### src/rtl/mf_pkg.sv
// ---------------------------------------------------------------------------
// mf_pkg
//   Shared definitions for the multi-function round-robin scheduler:
//   op encodings of the shared logic lane, scheduler FSM state encoding and
//   the golden truth table used by the built-in self-test sweep.
// ---------------------------------------------------------------------------
package mf_pkg;

  // {sel1,sel2} encodings of the shared lane
  localparam logic [1:0] OP_AND = 2'b00;
  localparam logic [1:0] OP_OR  = 2'b01;
  localparam logic [1:0] OP_XOR = 2'b10;
  localparam logic [1:0] OP_ILL = 2'b11;

  // Scheduler states: normal arbitration, draining before a sweep, sweep
  typedef enum logic [1:0] {
    ARB        = 2'd0,
    SWEEP_WAIT = 2'd1,
    SWEEP      = 2'd2
  } sched_state_t;

  // Number of self-test vectors: every combination of {a,b,sel1,sel2}
  localparam int SWEEP_LEN = 16;

  // Golden truth table, bit v = expected lane output for
  //   a = v[3], b = v[2], op = v[1:0].
  //   AND: only v=12 (a=1,b=1) gives 1
  //   OR : v=5, 9, 13 give 1
  //   XOR: v=6, 10 give 1
  //   op 11 always gives 0
  // Set bits {5,6,9,10,12,13} -> 16'h3660.
  localparam logic [15:0] GOLDEN = 16'h3660;

  // Expected single-bit lane output for sweep vector v
  function automatic logic golden_bit(input logic [3:0] v);
    return GOLDEN[v];
  endfunction

endpackage

### src/rtl/mf_logic_lane.sv
// ---------------------------------------------------------------------------
// mf_logic_lane
//   Purely combinational bitwise logic lane shared by the arbiter and the
//   self-test sweep. Op 11 is illegal and yields an all-zero result.
// Ports
//   a   in  W  operand a
//   b   in  W  operand b
//   op  in  2  {sel1,sel2}: 00=a&b 01=a|b 10=a^b 11=illegal (y=0)
//   y   out W  result
// ---------------------------------------------------------------------------
module mf_logic_lane
  import mf_pkg::*;
#(
  parameter int W = 8
) (
  input  logic [W-1:0] a,
  input  logic [W-1:0] b,
  input  logic [1:0]   op,
  output logic [W-1:0] y
);

  always_comb begin
    y = '0;
    case (op)
      OP_AND:  y = a & b;
      OP_OR:   y = a | b;
      OP_XOR:  y = a ^ b;
      default: y = '0;
    endcase
  end

endmodule

### src/rtl/mf_rr_scheduler.sv
// ---------------------------------------------------------------------------
// mf_rr_scheduler
//   Shares one bitwise logic lane between NREQ requesters with round-robin
//   arbitration and a single registered result slot (1-cycle latency,
//   1 result per cycle). A built-in sweep drives all 16 {a,b,sel1,sel2}
//   vectors through the same lane and compares against a golden table.
// Ports
//   clk          in   1       rising-edge clock
//   rst          in   1       asynchronous active-high reset
//   req_valid    in   NREQ    per-requester request valid
//   req_ready    out  NREQ    per-requester accept (one-hot or zero)
//   req_a        in   NREQ*W  operand a, requester i at [i*W +: W]
//   req_b        in   NREQ*W  operand b, same packing
//   req_op       in   NREQ*2  op per requester at [i*2 +: 2]
//   rsp_valid    out  1       result slot holds a valid result
//   rsp_ready    in   1       consumer accepts the result
//   rsp_data     out  W       result data
//   rsp_id       out  IDW     requester that produced rsp_data
//   rsp_err      out  1       request used illegal op 11 (data is zero)
//   sweep_start  in   1       pulse requesting a self-test sweep
//   sweep_done   out  1       one-cycle pulse at sweep completion
//   sweep_fail   out  1       sticky mismatch flag, cleared on accepted start
//   busy         out  1       sweep pending or running
// ---------------------------------------------------------------------------
module mf_rr_scheduler
  import mf_pkg::*;
#(
  parameter int NREQ = 4,
  parameter int W    = 8,
  localparam int IDW = $clog2(NREQ)
) (
  input  logic              clk,
  input  logic              rst,
  input  logic [NREQ-1:0]   req_valid,
  output logic [NREQ-1:0]   req_ready,
  input  logic [NREQ*W-1:0] req_a,
  input  logic [NREQ*W-1:0] req_b,
  input  logic [NREQ*2-1:0] req_op,
  output logic              rsp_valid,
  input  logic              rsp_ready,
  output logic [W-1:0]      rsp_data,
  output logic [IDW-1:0]    rsp_id,
  output logic              rsp_err,
  input  logic              sweep_start,
  output logic              sweep_done,
  output logic              sweep_fail,
  output logic              busy
);

  // -------------------------------------------------------------------------
  // State
  // -------------------------------------------------------------------------
  sched_state_t   state_reg, state_next;
  logic [IDW-1:0] rr_ptr_reg;
  logic [3:0]     vec_reg;
  logic           rsp_valid_reg;
  logic [W-1:0]   rsp_data_reg;
  logic [IDW-1:0] rsp_id_reg;
  logic           rsp_err_reg;
  logic           sweep_done_reg;
  logic           sweep_fail_reg;

  // -------------------------------------------------------------------------
  // Unpack the flat request buses
  // -------------------------------------------------------------------------
  logic [W-1:0] a_arr  [NREQ];
  logic [W-1:0] b_arr  [NREQ];
  logic [1:0]   op_arr [NREQ];

  for (genvar gi = 0; gi < NREQ; gi++) begin : g_unpack
    assign a_arr[gi]  = req_a[gi*W +: W];
    assign b_arr[gi]  = req_b[gi*W +: W];
    assign op_arr[gi] = req_op[gi*2 +: 2];
  end

  // -------------------------------------------------------------------------
  // Round-robin search starting at rr_ptr. The loop runs from the farthest
  // candidate back to rr_ptr so that the nearest valid requester is the
  // last one written and therefore wins.
  // -------------------------------------------------------------------------
  logic [IDW:0]   cand;
  logic [IDW-1:0] grant_id;
  logic           grant_any;

  always_comb begin
    cand      = '0;
    grant_id  = '0;
    grant_any = 1'b0;
    for (int k = NREQ - 1; k >= 0; k--) begin
      cand = {1'b0, rr_ptr_reg} + (IDW+1)'(k);
      if (cand >= (IDW+1)'(NREQ)) begin
        cand = cand - (IDW+1)'(NREQ);
      end
      if (req_valid[cand[IDW-1:0]]) begin
        grant_id  = cand[IDW-1:0];
        grant_any = 1'b1;
      end
    end
  end

  // The slot can take a new result if it is empty or being popped this cycle
  logic can_load;
  logic load;

  assign can_load = !rsp_valid_reg || rsp_ready;
  assign load     = (state_reg == ARB) && grant_any && can_load;

  for (genvar gi = 0; gi < NREQ; gi++) begin : g_ready
    assign req_ready[gi] = load && (grant_id == IDW'(gi));
  end

  // -------------------------------------------------------------------------
  // Shared lane: sweep vector replaces the granted request while sweeping
  // -------------------------------------------------------------------------
  logic [W-1:0] lane_a;
  logic [W-1:0] lane_b;
  logic [1:0]   lane_op;
  logic [W-1:0] lane_y;

  always_comb begin
    lane_a  = a_arr[grant_id];
    lane_b  = b_arr[grant_id];
    lane_op = op_arr[grant_id];
    if (state_reg == SWEEP) begin
      lane_a  = {W{vec_reg[3]}};
      lane_b  = {W{vec_reg[2]}};
      lane_op = vec_reg[1:0];
    end
  end

  mf_logic_lane #(
    .W (W)
  ) u_lane (
    .a  (lane_a),
    .b  (lane_b),
    .op (lane_op),
    .y  (lane_y)
  );

  // Only the two edge bits are checked; the lane is bitwise so any stuck
  // or mis-decoded op shows up there.
  logic gold;
  logic lane_mismatch;

  assign gold          = golden_bit(vec_reg);
  assign lane_mismatch = (lane_y[0] != gold) || (lane_y[W-1] != gold);

  // -------------------------------------------------------------------------
  // Sweep FSM
  // -------------------------------------------------------------------------
  logic sweep_accept;
  logic sweep_last;

  // A start pulse is only honoured in ARB; any grant in the same cycle
  // still completes because req_ready is evaluated from the current state.
  assign sweep_accept = (state_reg == ARB) && sweep_start;
  assign sweep_last   = (state_reg == SWEEP) && (vec_reg == 4'hF);

  always_ff @(posedge clk or posedge rst) begin
    if (rst) begin
      state_reg <= ARB;
    end else begin
      state_reg <= state_next;
    end
  end

  always_comb begin
    state_next = state_reg;
    case (state_reg)
      ARB: begin
        if (sweep_accept) begin
          state_next = SWEEP_WAIT;
        end
      end
      SWEEP_WAIT: begin
        // The held result must drain first; no new loads occur here
        if (!rsp_valid_reg) begin
          state_next = SWEEP;
        end
      end
      SWEEP: begin
        if (sweep_last) begin
          state_next = ARB;
        end
      end
      default: state_next = ARB;
    endcase
  end

  // -------------------------------------------------------------------------
  // Result slot, round-robin pointer and sweep bookkeeping
  // -------------------------------------------------------------------------
  always_ff @(posedge clk or posedge rst) begin
    if (rst) begin
      rr_ptr_reg     <= '0;
      vec_reg        <= '0;
      rsp_valid_reg  <= 1'b0;
      rsp_data_reg   <= '0;
      rsp_id_reg     <= '0;
      rsp_err_reg    <= 1'b0;
      sweep_done_reg <= 1'b0;
      sweep_fail_reg <= 1'b0;
    end else begin
      if (load) begin
        rsp_valid_reg <= 1'b1;
        rsp_data_reg  <= lane_y;
        rsp_id_reg    <= grant_id;
        rsp_err_reg   <= (lane_op == OP_ILL);
        rr_ptr_reg    <= (grant_id == IDW'(NREQ - 1)) ? '0 : grant_id + IDW'(1);
      end else if (rsp_valid_reg && rsp_ready) begin
        rsp_valid_reg <= 1'b0;
      end

      // Counter wraps 15 -> 0 on the last vector, so it is ready for the
      // next sweep without an explicit clear.
      if (state_reg == SWEEP) begin
        vec_reg <= vec_reg + 4'd1;
      end else begin
        vec_reg <= '0;
      end

      sweep_done_reg <= sweep_last;

      if (sweep_accept) begin
        sweep_fail_reg <= 1'b0;
      end else if ((state_reg == SWEEP) && lane_mismatch) begin
        sweep_fail_reg <= 1'b1;
      end
    end
  end

  assign rsp_valid  = rsp_valid_reg;
  assign rsp_data   = rsp_data_reg;
  assign rsp_id     = rsp_id_reg;
  assign rsp_err    = rsp_err_reg;
  assign sweep_done = sweep_done_reg;
  assign sweep_fail = sweep_fail_reg;
  assign busy       = (state_reg != ARB);

endmodule

### config.mk
export PLATFORM = sky130hd
export DESIGN_NAME = mf_rr_scheduler
export DESIGN_NICKNAME = d
export VERILOG_FILES = /design/src/rtl/mf_pkg.sv /design/src/rtl/mf_logic_lane.sv /design/src/rtl/mf_rr_scheduler.sv
export SDC_FILE = /design/constraint.sdc
export NUM_CORES = 1
export LEC_CHECK = 0
export CORE_MARGIN = 2
export CORE_UTILIZATION = 38
export CTS_BUF_LIST = sky130_fd_sc_hd__clkbuf_16
export CTS_CLUSTER_SIZE = 10
export DETAILED_ROUTE_END_ITERATION = 12
export PLACE_DENSITY = 0.89
export SLEW_MARGIN = 20
export SYNTH_ARGS = -nofsm -noshare
export SYNTH_HDL_FRONTEND = slang
export SYNTH_SLANG_ARGS = --single-unit
### constraint.sdc
create_clock -name clk -period 3.65 [get_ports clk]
set_clock_uncertainty 0.2 [all_clocks]
set_input_delay 0.73 -clock clk [delete_from_list [all_inputs] [get_ports clk]]
set_output_delay 0.73 -clock clk [all_outputs]
set_load 0.02 [all_outputs]
==> results_dict.tcl, run 1 <==
set metrics [dict create \
    synth-edff-count 0 \
    fp.dieArea_sq_um 6430 \
    layout-drive-gt1-share_pct 17.8 \
    arrival_ns 3.50 \
    synthArstFlopShare_pct 100 \
    power_frac_clock_pct 11.5 \
    yosysSeqAreaShare_pct 24.9 \
    status "completed" \
    initial_core_util_pct 39.6 \
    core-area_sq_um 5570 \
    dr.first_iter.drc_count 107 \
    vias 2262 \
    die_x_microns 80.2 \
    clock_path_buffers 2 \
    antenna_found_initial 0 \
    crit_type "in -> reg" \
    fin_crit_ns 3.56 \
    max_stage_delay_ns 0.46 \
    synth_area_leaders "dfrtp_1, ha_1, mux2i_1" \
    clk_pin_slew_worst_paths_ns 0.06 \
    syn-num-nets 351 \
    report.final.hold_viol_count 0 \
    yosysTopAreaCell "dfrtp_1" \
    num_antenna_cells 0 \
    totalWireLength_microns 6470 \
    power.leakage_uw 0.00173 \
    peakVddDrop_mv 0.549 \
    grt_pass1_vias 2230 \
    intPower_uw 1570 \
    ys_types 37 \
    slew_headroom_pct 42.6 \
    dp_hpwl_microns 5180 \
    drc 0 \
    wl_per_cell_microns 14.6 \
    vias_per_cell 5.11 \
    pin_count 99 \
    largest_reg_flops 8 \
    root_buffer "clkbuf_16" \
    switching_share_pct 40.9 \
    yosysWarnings 0 \
    required_ns 3.59 \
    cts-buffers-inserted 3 \
    fin_nets 473 \
    synth_cells 250 \
    routabilityCongestion 0.806 \
    drv_slew 0 \
    synthFlopType "dfrtp_1" \
    final_cell_area_sq_um 3630 \
    powerDensity_nw_per_um2 732 \
    seq_power_share_pct 16.1 \
    start_kind "primary input" \
    drt-pass1-iter-count 4 \
    post_dp_cell_area_sq_um 3490 \
    grt_usage_pct 19.3 \
    netlist_area_sq_um 2210 \
    dieHeight_microns 80.2 \
    setup_viol 0 \
    fmax_ghz 0.281 \
    grt_max_degree 24 \
    fin_ws_ns 0.0907 \
    syn_area_per_cell_sq_um 8.83 \
    tightest_slew_ns 0.861 \
    path_max_fanout 18 \
    crit_family "buffers and inverters" \
    cap_violations 0 \
    grt_pass1_wl_microns 9910 \
    synth_top_area_share_pct 24.9 \
    crit_chain "clkdlybuf4s50_1, mux2_4, a221oi_4, buf_6, buf_4, buf_12, o21ai_0, a21oi_1, inv_1, ha_1, mux2i_1, o221ai_1, o21a_1" \
    end_kind "flop" \
    cts_tree "done" \
    grt-ovfl-total 0 \
    port-buffer-count 98 \
    power_frac_comb_pct 72.4 \
    area_growth_syn_to_layout_pct 64.6 \
    ys_seq_elements 22 \
    htree_num_levels 1 \
    crit_buf_inv 5 \
    crit_slowest_cell "clkdlybuf4s50_1" \
    ant_nets 0 \
    cts.sinks 22 \
    synth_common_cells "inv_1, mux2i_1, dfrtp_1, ha_1, o21ai_0" \
    post-route-period-util_pct 97.5 \
    row_count 27 \
    pre_cts_slack_ns -0.219 \
    netSwitchingPower_uw 1090 \
    insertion_delay_ns 0.26 \
    hold_path.class "reg -> reg" \
]
## final cells by class
class                   instances  area [sq um]
repair buffers                133          1280
inverters                      26          97.6
multi-input cells             186          1510
flip-flops and latches         22           551
fillers                       451          1940
clock inverters                 1          30.0
clock buffers                   3          75.1
well taps                      72          90.1
## stage by stage
stage	hold slack (ns)	total power [uW]	utilization (%)	instances	TNS, ns
5_1_grt	0.309	2870	65.2	443	-0.0438
6_report	0.288	2660	65.2	443	0
3_5_place_dp	0.279	2310	62.7	437	-1.87
4_1_cts	0.294	2640	64.6	441	0
2_1_floorplan	0.269	1520	-	250	0
3_3_place_gp	0.275	2240	62.7	437	-0.764
## metal layers
metal / vias to the layer above / part of all wire [%] / global-route usage (%)
met5: - / 0 / 0
met4: 0 / 1.3 / 2.88
met3: 6 / 5.2 / 3.26
met2: 65 / 53 / 36.5
met1: 1070 / 40 / 23.0
li1: 1121 / - / -
## timing repair
action	in CTS	in global routing
hold buffers	0	0
setup endpoints to repair	5	9
resized for setup	5	5
pin swaps	0	4
setup buffers	0	2
## cell families after synthesis
kind of cell / share of synthesized area [%]
compound gates: 21.9
simple gates: 10.1
mux: 22.2
buf+inv: 7.77
flops: 24.9
fa+ha+maj: 11.9
xor+xnor: 1.19
## worst paths after layout
kind | start | end | slack, ns | cells after the start
worst max register to register | rr_ptr_reg[1] | rsp_data[4] | 0.52 | 12
worst max-delay path | req_valid[2] | rsp_data[4] | 0.09 | 13
max in group asynchronous | rst | rsp_data[1] | 1.96 | 2
min in group asynchronous | rst | sweep_done | 0.75 | 2
worst min-delay path | rsp_data[2] | rsp_data[2] | 0.29 | 1
worst min register to register | rsp_data[2] | rsp_data[2] | 0.29 | 1
## power groups by stage
stage          logic (uW)  registers [uW]  clock network (uW)
5_1_grt              2100             445                 324
3_5_place_dp         1880             426                   0
4_1_cts              1910             426                 310
2_1_floorplan        1020             500                   0
3_3_place_gp         1820             424                   0
6_report             1920             427                 307
## cell usage in the layout, fill, tap and decap left out, drive strengths merged
cell type | Yosys | final
mux2i | 26 | 26
o21ai | 21 | 21
a22o | 1 | 1
nand2 | 19 | 19
o221ai | 6 | 6
and2 | 8 | 8
inv | 26 | 26
o41ai | 1 | 1
a21oi | 17 | 17
xor2 | 2 | 2
dlygate4sd2 | 0 | 4
nor3b | 1 | 1
nand3 | 3 | 3
a31o | 1 | 1
nor3 | 1 | 1
ha | 21 | 21
nor2 | 11 | 11
dlymetal6s2s | 0 | 2
mux2 | 20 | 20
clkdlybuf4s50 | 0 | 92
a221oi | 1 | 1
buf | 4 | 35
clkbuf | 12 | 3
a311oi | 1 | 1
xnor2 | 1 | 1
nor2b | 2 | 2
bufinv | 0 | 1
a21bo | 1 | 1
a311o | 1 | 1
o22a | 2 | 2
dfrtp | 22 | 22
a2111oi | 2 | 2
o2bb2a | 1 | 1
a21o | 7 | 7
o21a | 6 | 6
nand2b | 2 | 2
(Power assumes the default switching activity.)
==> run 2: changes to the inputs <==
Settings changed: SLEW_MARGIN 20 to not set.
==> results of run 2 <==
Same layout as run 1: the final DEF is identical, and so are final timing and power.
